$ cat config.mk
export PLATFORM = sky130hd
export DESIGN_NAME = hazard_ctrl
export DESIGN_NICKNAME = d
export VERILOG_FILES = /design/src/rtl/hazard_ctrl_pkg.sv /design/src/rtl/hazard_ctrl_load_use_detect.sv /design/src/rtl/hazard_ctrl.sv
export SDC_FILE = /design/constraint.sdc
export NUM_CORES = 1
export LEC_CHECK = 0
export ABC_AREA = 0
export CAP_MARGIN = 20
export CORE_MARGIN = 4
export CORE_UTILIZATION = 27
export CTS_BUF_LIST = sky130_fd_sc_hd__clkbuf_8
export DETAILED_ROUTE_END_ITERATION = 16
export PLACE_DENSITY = 0.78
export SLEW_MARGIN = 20
export SYNTH_ARGS = -nofsm -noshare
export SYNTH_HDL_FRONTEND = slang
export SYNTH_SLANG_ARGS = --single-unit
export TNS_END_PERCENT = 100
$ cat constraint.sdc
create_clock -name clk -period 1.4 [get_ports clk]
set_clock_uncertainty 0.1 [all_clocks]
set_input_delay 0.28 -clock clk [delete_from_list [all_inputs] [get_ports clk]]
set_output_delay 0.28 -clock clk [all_outputs]
set_load 0.02 [all_outputs]
$ cat src/rtl/hazard_ctrl_pkg.sv
// Shared hazard-control encodings: hazard codes, FSM states, PC source selects and stage IDs.
package hazard_ctrl_pkg;

  typedef enum logic [3:0] {
    HZ_NONE      = 4'd0,
    STALL_MMU    = 4'd1,
    STALL_EARLY  = 4'd2,
    FLUSH_EARLY  = 4'd3,
    FLUSH_ALL    = 4'd4,
    FLUSH_EXCEPT = 4'd5
  } hazard_e;

  typedef enum logic [1:0] {
    ST_RUN        = 2'd0,
    ST_MMU_WAIT   = 2'd1,
    ST_TRAP_DRAIN = 2'd2,
    ST_SERIALIZE  = 2'd3
  } hz_state_e;

  typedef enum logic [1:0] {
    PC_SEQ       = 2'd0,
    PC_EX_TARGET = 2'd1,
    PC_TRAP_VEC  = 2'd2,
    PC_MEM_NEXT  = 2'd3
  } pc_sel_e;

  localparam int unsigned STAGE_IF  = 0;
  localparam int unsigned STAGE_ID  = 1;
  localparam int unsigned STAGE_EX  = 2;
  localparam int unsigned STAGE_MEM = 3;
  localparam int unsigned STAGE_WB  = 4;

endpackage

$ cat src/rtl/hazard_ctrl_load_use_detect.sv
// Load-use comparator: requests a one-cycle ID stall when ID reads the register a load in EX writes.
module load_use_detect #(
  parameter int REG_AW = 5
) (
  input  logic [REG_AW-1:0] id_rs1_i,
  input  logic [REG_AW-1:0] id_rs2_i,
  input  logic              id_use_rs1_i,
  input  logic              id_use_rs2_i,
  input  logic              ex_is_load_i,
  input  logic [REG_AW-1:0] ex_rd_i,
  output logic              stall_o
);

  logic hit_rs1, hit_rs2;

  assign hit_rs1 = id_use_rs1_i && (id_rs1_i == ex_rd_i);
  assign hit_rs2 = id_use_rs2_i && (id_rs2_i == ex_rd_i);
  // x0 is hardwired to zero, so a load targeting it never creates a dependency
  assign stall_o = ex_is_load_i && (ex_rd_i != '0) && (hit_rs1 || hit_rs2);

endmodule

$ cat src/rtl/hazard_ctrl.sv
// Central hazard sequencer: priority arbitration plus MMU-walk / trap-drain / serialize holding.
// Optional perf counters are compiled in with `define HAZARD_PERF_EN.
//   state         | meaning
//   ST_RUN        | normal issue, per-cycle priority arbitration
//   ST_MMU_WAIT   | page walk in flight, pipeline and PC stalled
//   ST_TRAP_DRAIN | holding FLUSH_EXCEPT after a trap/mret
//   ST_SERIALIZE  | one PC-hold cycle after fence.i / satp write
module hazard_ctrl
  import hazard_ctrl_pkg::*;
#(
  parameter int TRAP_DRAIN = 2,
  parameter int REG_AW     = 5,
  parameter int CNT_W      = 32
) (
  input  logic              clk,
  input  logic              rst,
  input  logic [REG_AW-1:0] id_rs1,
  input  logic [REG_AW-1:0] id_rs2,
  input  logic              id_use_rs1,
  input  logic              id_use_rs2,
  input  logic              ex_is_load,
  input  logic [REG_AW-1:0] ex_rd,
  input  logic              ex_redirect,
  input  logic              mem_serialize,
  input  logic              mmu_req,
  input  logic              mmu_done,
  input  logic              wb_trap,
  output logic [3:0]        hazard_signal,
  output logic              pc_hold,
  output logic [1:0]        pc_sel,
  output logic              mmu_abort,
  output logic [1:0]        state_o
`ifdef HAZARD_PERF_EN
  ,
  output logic [CNT_W-1:0]  perf_stall_cnt,
  output logic [CNT_W-1:0]  perf_flush_cnt,
  output logic [CNT_W-1:0]  perf_mmu_cnt
`endif
);

  localparam int DW = (TRAP_DRAIN > 1) ? $clog2(TRAP_DRAIN) : 1;
  localparam logic [DW-1:0] DRAIN_LOAD = DW'(TRAP_DRAIN - 1);

  hz_state_e     state_q, state_d;
  logic [DW-1:0] cnt_q, cnt_d;
  hazard_e       hz;
  pc_sel_e       sel;
  logic          hold, abort, load_use;

  load_use_detect #(.REG_AW(REG_AW)) u_load_use (
    .id_rs1_i     (id_rs1),
    .id_rs2_i     (id_rs2),
    .id_use_rs1_i (id_use_rs1),
    .id_use_rs2_i (id_use_rs2),
    .ex_is_load_i (ex_is_load),
    .ex_rd_i      (ex_rd),
    .stall_o      (load_use)
  );

  always_ff @(posedge clk) begin
    if (rst) begin
      state_q <= ST_RUN;
      cnt_q   <= '0;
    end else begin
      state_q <= state_d;
      cnt_q   <= cnt_d;
    end
  end

  always_comb begin
    state_d = state_q;
    cnt_d   = cnt_q;
    hz      = HZ_NONE;
    sel     = PC_SEQ;
    hold    = 1'b0;
    abort   = 1'b0;
    unique case (state_q)
      ST_RUN, ST_SERIALIZE, ST_MMU_WAIT: begin
        if (wb_trap) begin
          hz    = FLUSH_EXCEPT;
          sel   = PC_TRAP_VEC;
          abort = (state_q == ST_MMU_WAIT);
          if (TRAP_DRAIN > 1) begin
            state_d = ST_TRAP_DRAIN;
            cnt_d   = DRAIN_LOAD;
          end else begin
            state_d = ST_RUN;
            cnt_d   = '0;
          end
        end else if (state_q == ST_MMU_WAIT) begin
          hz   = STALL_MMU;
          hold = 1'b1;
          if (mmu_done) state_d = ST_RUN;
        end else if (state_q == ST_SERIALIZE) begin
          hold    = 1'b1;
          state_d = ST_RUN;
        end else if (mmu_req) begin
          hz      = STALL_MMU;
          hold    = 1'b1;
          state_d = ST_MMU_WAIT;
        end else if (mem_serialize) begin
          hz      = FLUSH_ALL;
          sel     = PC_MEM_NEXT;
          state_d = ST_SERIALIZE;
        end else if (ex_redirect) begin
          // the ID instruction is squashed, so any load-use stall is moot
          hz  = FLUSH_EARLY;
          sel = PC_EX_TARGET;
        end else if (load_use) begin
          hz   = STALL_EARLY;
          hold = 1'b1;
        end
      end
      ST_TRAP_DRAIN: begin
        // PC was already redirected on entry; a repeat trap only extends the drain
        hz = FLUSH_EXCEPT;
        if (wb_trap) begin
          cnt_d = DRAIN_LOAD;
        end else if (cnt_q <= DW'(1)) begin
          state_d = ST_RUN;
          cnt_d   = '0;
        end else begin
          cnt_d = cnt_q - DW'(1);
        end
      end
      default: state_d = ST_RUN;
    endcase
    if (rst) begin
      hz    = HZ_NONE;
      sel   = PC_SEQ;
      hold  = 1'b0;
      abort = 1'b0;
    end
  end

  assign hazard_signal = hz;
  assign pc_sel        = sel;
  assign pc_hold       = hold;
  assign mmu_abort     = abort;
  assign state_o       = state_q;

`ifdef HAZARD_PERF_EN
  logic [CNT_W-1:0] stall_q, flush_q, mmu_q;
  logic             is_stall, is_flush, mmu_entry;

  assign is_stall  = (hz == STALL_EARLY) || (hz == STALL_MMU);
  assign is_flush  = (hz == FLUSH_EARLY) || (hz == FLUSH_ALL) || (hz == FLUSH_EXCEPT);
  assign mmu_entry = (state_q != ST_MMU_WAIT) && (state_d == ST_MMU_WAIT);

  always_ff @(posedge clk) begin
    if (rst) begin
      stall_q <= '0;
      flush_q <= '0;
      mmu_q   <= '0;
    end else begin
      if (is_stall && (stall_q != '1)) stall_q <= stall_q + CNT_W'(1);
      if (is_flush && (flush_q != '1)) flush_q <= flush_q + CNT_W'(1);
      if (mmu_entry && (mmu_q != '1))  mmu_q   <= mmu_q + CNT_W'(1);
    end
  end

  assign perf_stall_cnt = stall_q;
  assign perf_flush_cnt = flush_q;
  assign perf_mmu_cnt   = mmu_q;
`endif

endmodule

==> flow_summary.toml <==
[run_status]
status = "finished with violations"
violations = "setup timing"

[die]
die-area_sq_mm = 0.001949
fp-row-count = 12
die_y_um = 44.15
ios = 35
coreArea_sq_mm = 0.001171
die_x_um = 44.15
initial_core_util_pct = 30.13

[yosys]
ys_warn_count = 0
synth-seq-area-share_pct = 11.35
avgSynthCellArea_sq_um = 6.918
synthCells = 51
synth_top_area_share_pct = 19.86
synth.area.top_cells = "xor2_1 (20%), dfxtp_1 (11%), nor2_1 (6.4%), a211oi_4 (5.7%), nor4_1 (5.3%)"
synth_area_sq_um = 352.8
ys_ff_latch = 2
synth_top_cell_by_area = "xor2_1"
synth_nets = 76
yosysUniqueCellTypes = 25

[grt]
grt_first_pass_wirelength_um = 2484
grt.overflow.total = 0
grt_max_degree = 8
antenna_found_initial = 0
grt.total_usage_pct = 16.89
grt_pass1_vias = 590

[placed_design]
pre_cts_ws_ns = -1.261
hpwl_um = 1114
routabilityCongestion = 0.7505
io_buffers = 33

[drt]
ant_nets = 0
dr_total_vias = 637
drc_errors = 0
wl_per_cell_um = 16.23
viasPerCell = 5.491
wl_um = 1883
first_pass_iters = 4
drtIter0Drc = 23

[power]
power.total_uw = 588.2
p_leak_uw = 0.0004392
power_frac_clock_pct = 41.3
p_seq_share_pct = 11.2
max-vdd-ir-drop_uv = 367.1
p_int_uw = 391.3
power_frac_comb_pct = 47.5
powerDensity_mw_per_mm2 = 589.8
p_switching_uw = 196.8
swShare_pct = 33.47

[finish]
most-common-layout-cells = "buf_4 (13), buf_6 (11), dlygate4sd2_1 (8)"
nNetsFinal = 128
nFillCells = 72
insertedDiodeCount = 0
largest_reg_flops = 2
drive_above_1_share_pct = 57.84
area_growth_pct = 182.6
final_common_cell = "buf_4"

[clock_network]
tritoncts = "done"
cts_inserted_buffers = 3
clock_latency_ns = 0.22
numClockSinks = 2
h-tree-depth = 1
hold_buffers = 0
cts.clk_slew.worst_paths_ns = 0.04
cts_root_buf = "clkbuf_8"
cts_buffer_depth = 2

[sta]
finalCritPeriodShare_pct = 134.3
rsz0062_at_grt = "true"
tns_ns = -2.184
post-route-min-period_ns = 1.880
setup_ws_ns = -0.4803
hold_viol_final = 0
setup_violations = 7
timing.fmax_mhz = 531.8
maxSlewViolCount = 0

[worst_setup_path]
critical_path_peak_fanout = 3
path_class = "primary input to output pin"
critPathArrivalTime_ns = 1.50
required_ns = 1.02
crit_slowest_cell = "or4_4"
crit_chain = "buf_8, or4_4, o21a_1, nand4_1, o32ai_4, buf_6"
cpPeakStageDelay_ns = 0.51
worstSetupStartpointType = "primary input"
endpoint_kind = "output pin"

[hold_path]
worst_hold_path_type = "register to register"

[job]
max_cap_viol_count = 0
-- synth_stat cells --
| library cell | n |
|---|---|
| a2111o_1 | 1 |
| a211oi_1 | 1 |
| a211oi_4 | 1 |
| a21oi_1 | 3 |
| a31oi_1 | 1 |
| a32oi_1 | 1 |
| and2_0 | 1 |
| buf_4 | 1 |
| clkbuf_2 | 1 |
| conb_1 | 1 |
| dfxtp_1 | 2 |
| inv_1 | 4 |
| nand2_1 | 4 |
| nand3_1 | 1 |
| nand4_1 | 1 |
| nor2_1 | 6 |
| nor3_1 | 1 |
| nor4_1 | 3 |
| o21a_1 | 1 |
| o21ai_0 | 3 |
| o31ai_1 | 1 |
| o32ai_1 | 1 |
| or4_1 | 1 |
| xnor2_1 | 2 |
| xor2_1 | 8 |
-- layout make-up --
type	count	area, sq um	share of cell area [%]
Clock inverter	1	3.754	0.3764
Sequential cell	2	45.04	4.517
Timing Repair Buffer	49	440.4	44.17
Multi-Input combinational cell	43	426.7	42.79
Tap cell	14	17.52	1.757
Clock buffer	3	41.29	4.141
Inverter	4	22.52	2.258
-- logic make-up after synthesis --
family          Yosys count  synth area share [%]
flops                     2                 11.35
buf+inv                   6                 7.800
other cells               1                 1.063
xor+xnor                 10                 24.82
simple gates             18                 24.47
compound gates           14                 30.50
-- metal layers --
metal / vias up / global-route usage, % / wire (um)
met5: - / 0 / 0
li1: 281 / - / -
met4: 0 / 8.434 / 77
met1: 288 / 18.23 / 571
met2: 56 / 31.10 / 1003
met3: 12 / 2.846 / 230
-- final timing paths --
path / startpoint / endpoint / slack, ns / depth (start not counted)
max reg2reg: state_o[0]$_SDFFE_PP0P_ / state_o[1]$_SDFFE_PP0P_ / 0.15 / 6
min reg2reg: state_o[1]$_SDFFE_PP0P_ / state_o[0]$_SDFFE_PP0P_ / 0.48 / 2
max: ex_rd[1] / hazard_signal[1] / -0.48 / 6
min: state_o[1]$_SDFFE_PP0P_ / state_o[0]$_SDFFE_PP0P_ / 0.48 / 2
-- critical path, delay by kind of cell --
family	cells	cell delay, ns
AND/OR/NAND/NOR	2	0.66
buffers and inverters	2	0.25
AO/OA/AOI/OAI	2	0.30
-- power by group through the flow --
| stage | combinational, uW | clock [uW] | sequential, uW |
|---|---|---|---|
| after floorplan | 87.4 | 0 | 71.4 |
| after global placement | 233 | 0 | 65.7 |
| after detailed placement | 236 | 0 | 65.9 |
| after CTS | 241 | 238 | 65.1 |
| after global routing | 298 | 252 | 66.0 |
| final | 280 | 243 | 65.8 |
-- through the flow --
step | hold WS (ns) | utilization (%) | cell area [sq um] | std cells
6_report | 0.4815 | 85.15 | 997.2 | 116
5_1_grt | 0.5038 | 85.15 | 997.2 | 116
4_1_cts | 0.4597 | 77.35 | 905.9 | 114
3_5_place_dp | 0.4871 | 71.15 | 833.3 | 108
3_3_place_gp | 0.4805 | 71.15 | 833.3 | 108
2_1_floorplan | 0.2450 | - | 416.7 | 51
-- repair_timing --
action / CTS / global route
setup endpoints to repair: 9 / 8
pin swaps: 15 / 18
gates resized for setup: 91 / 29
setup buffers: 3 / 2
Power figures use the tool's default switching activity.
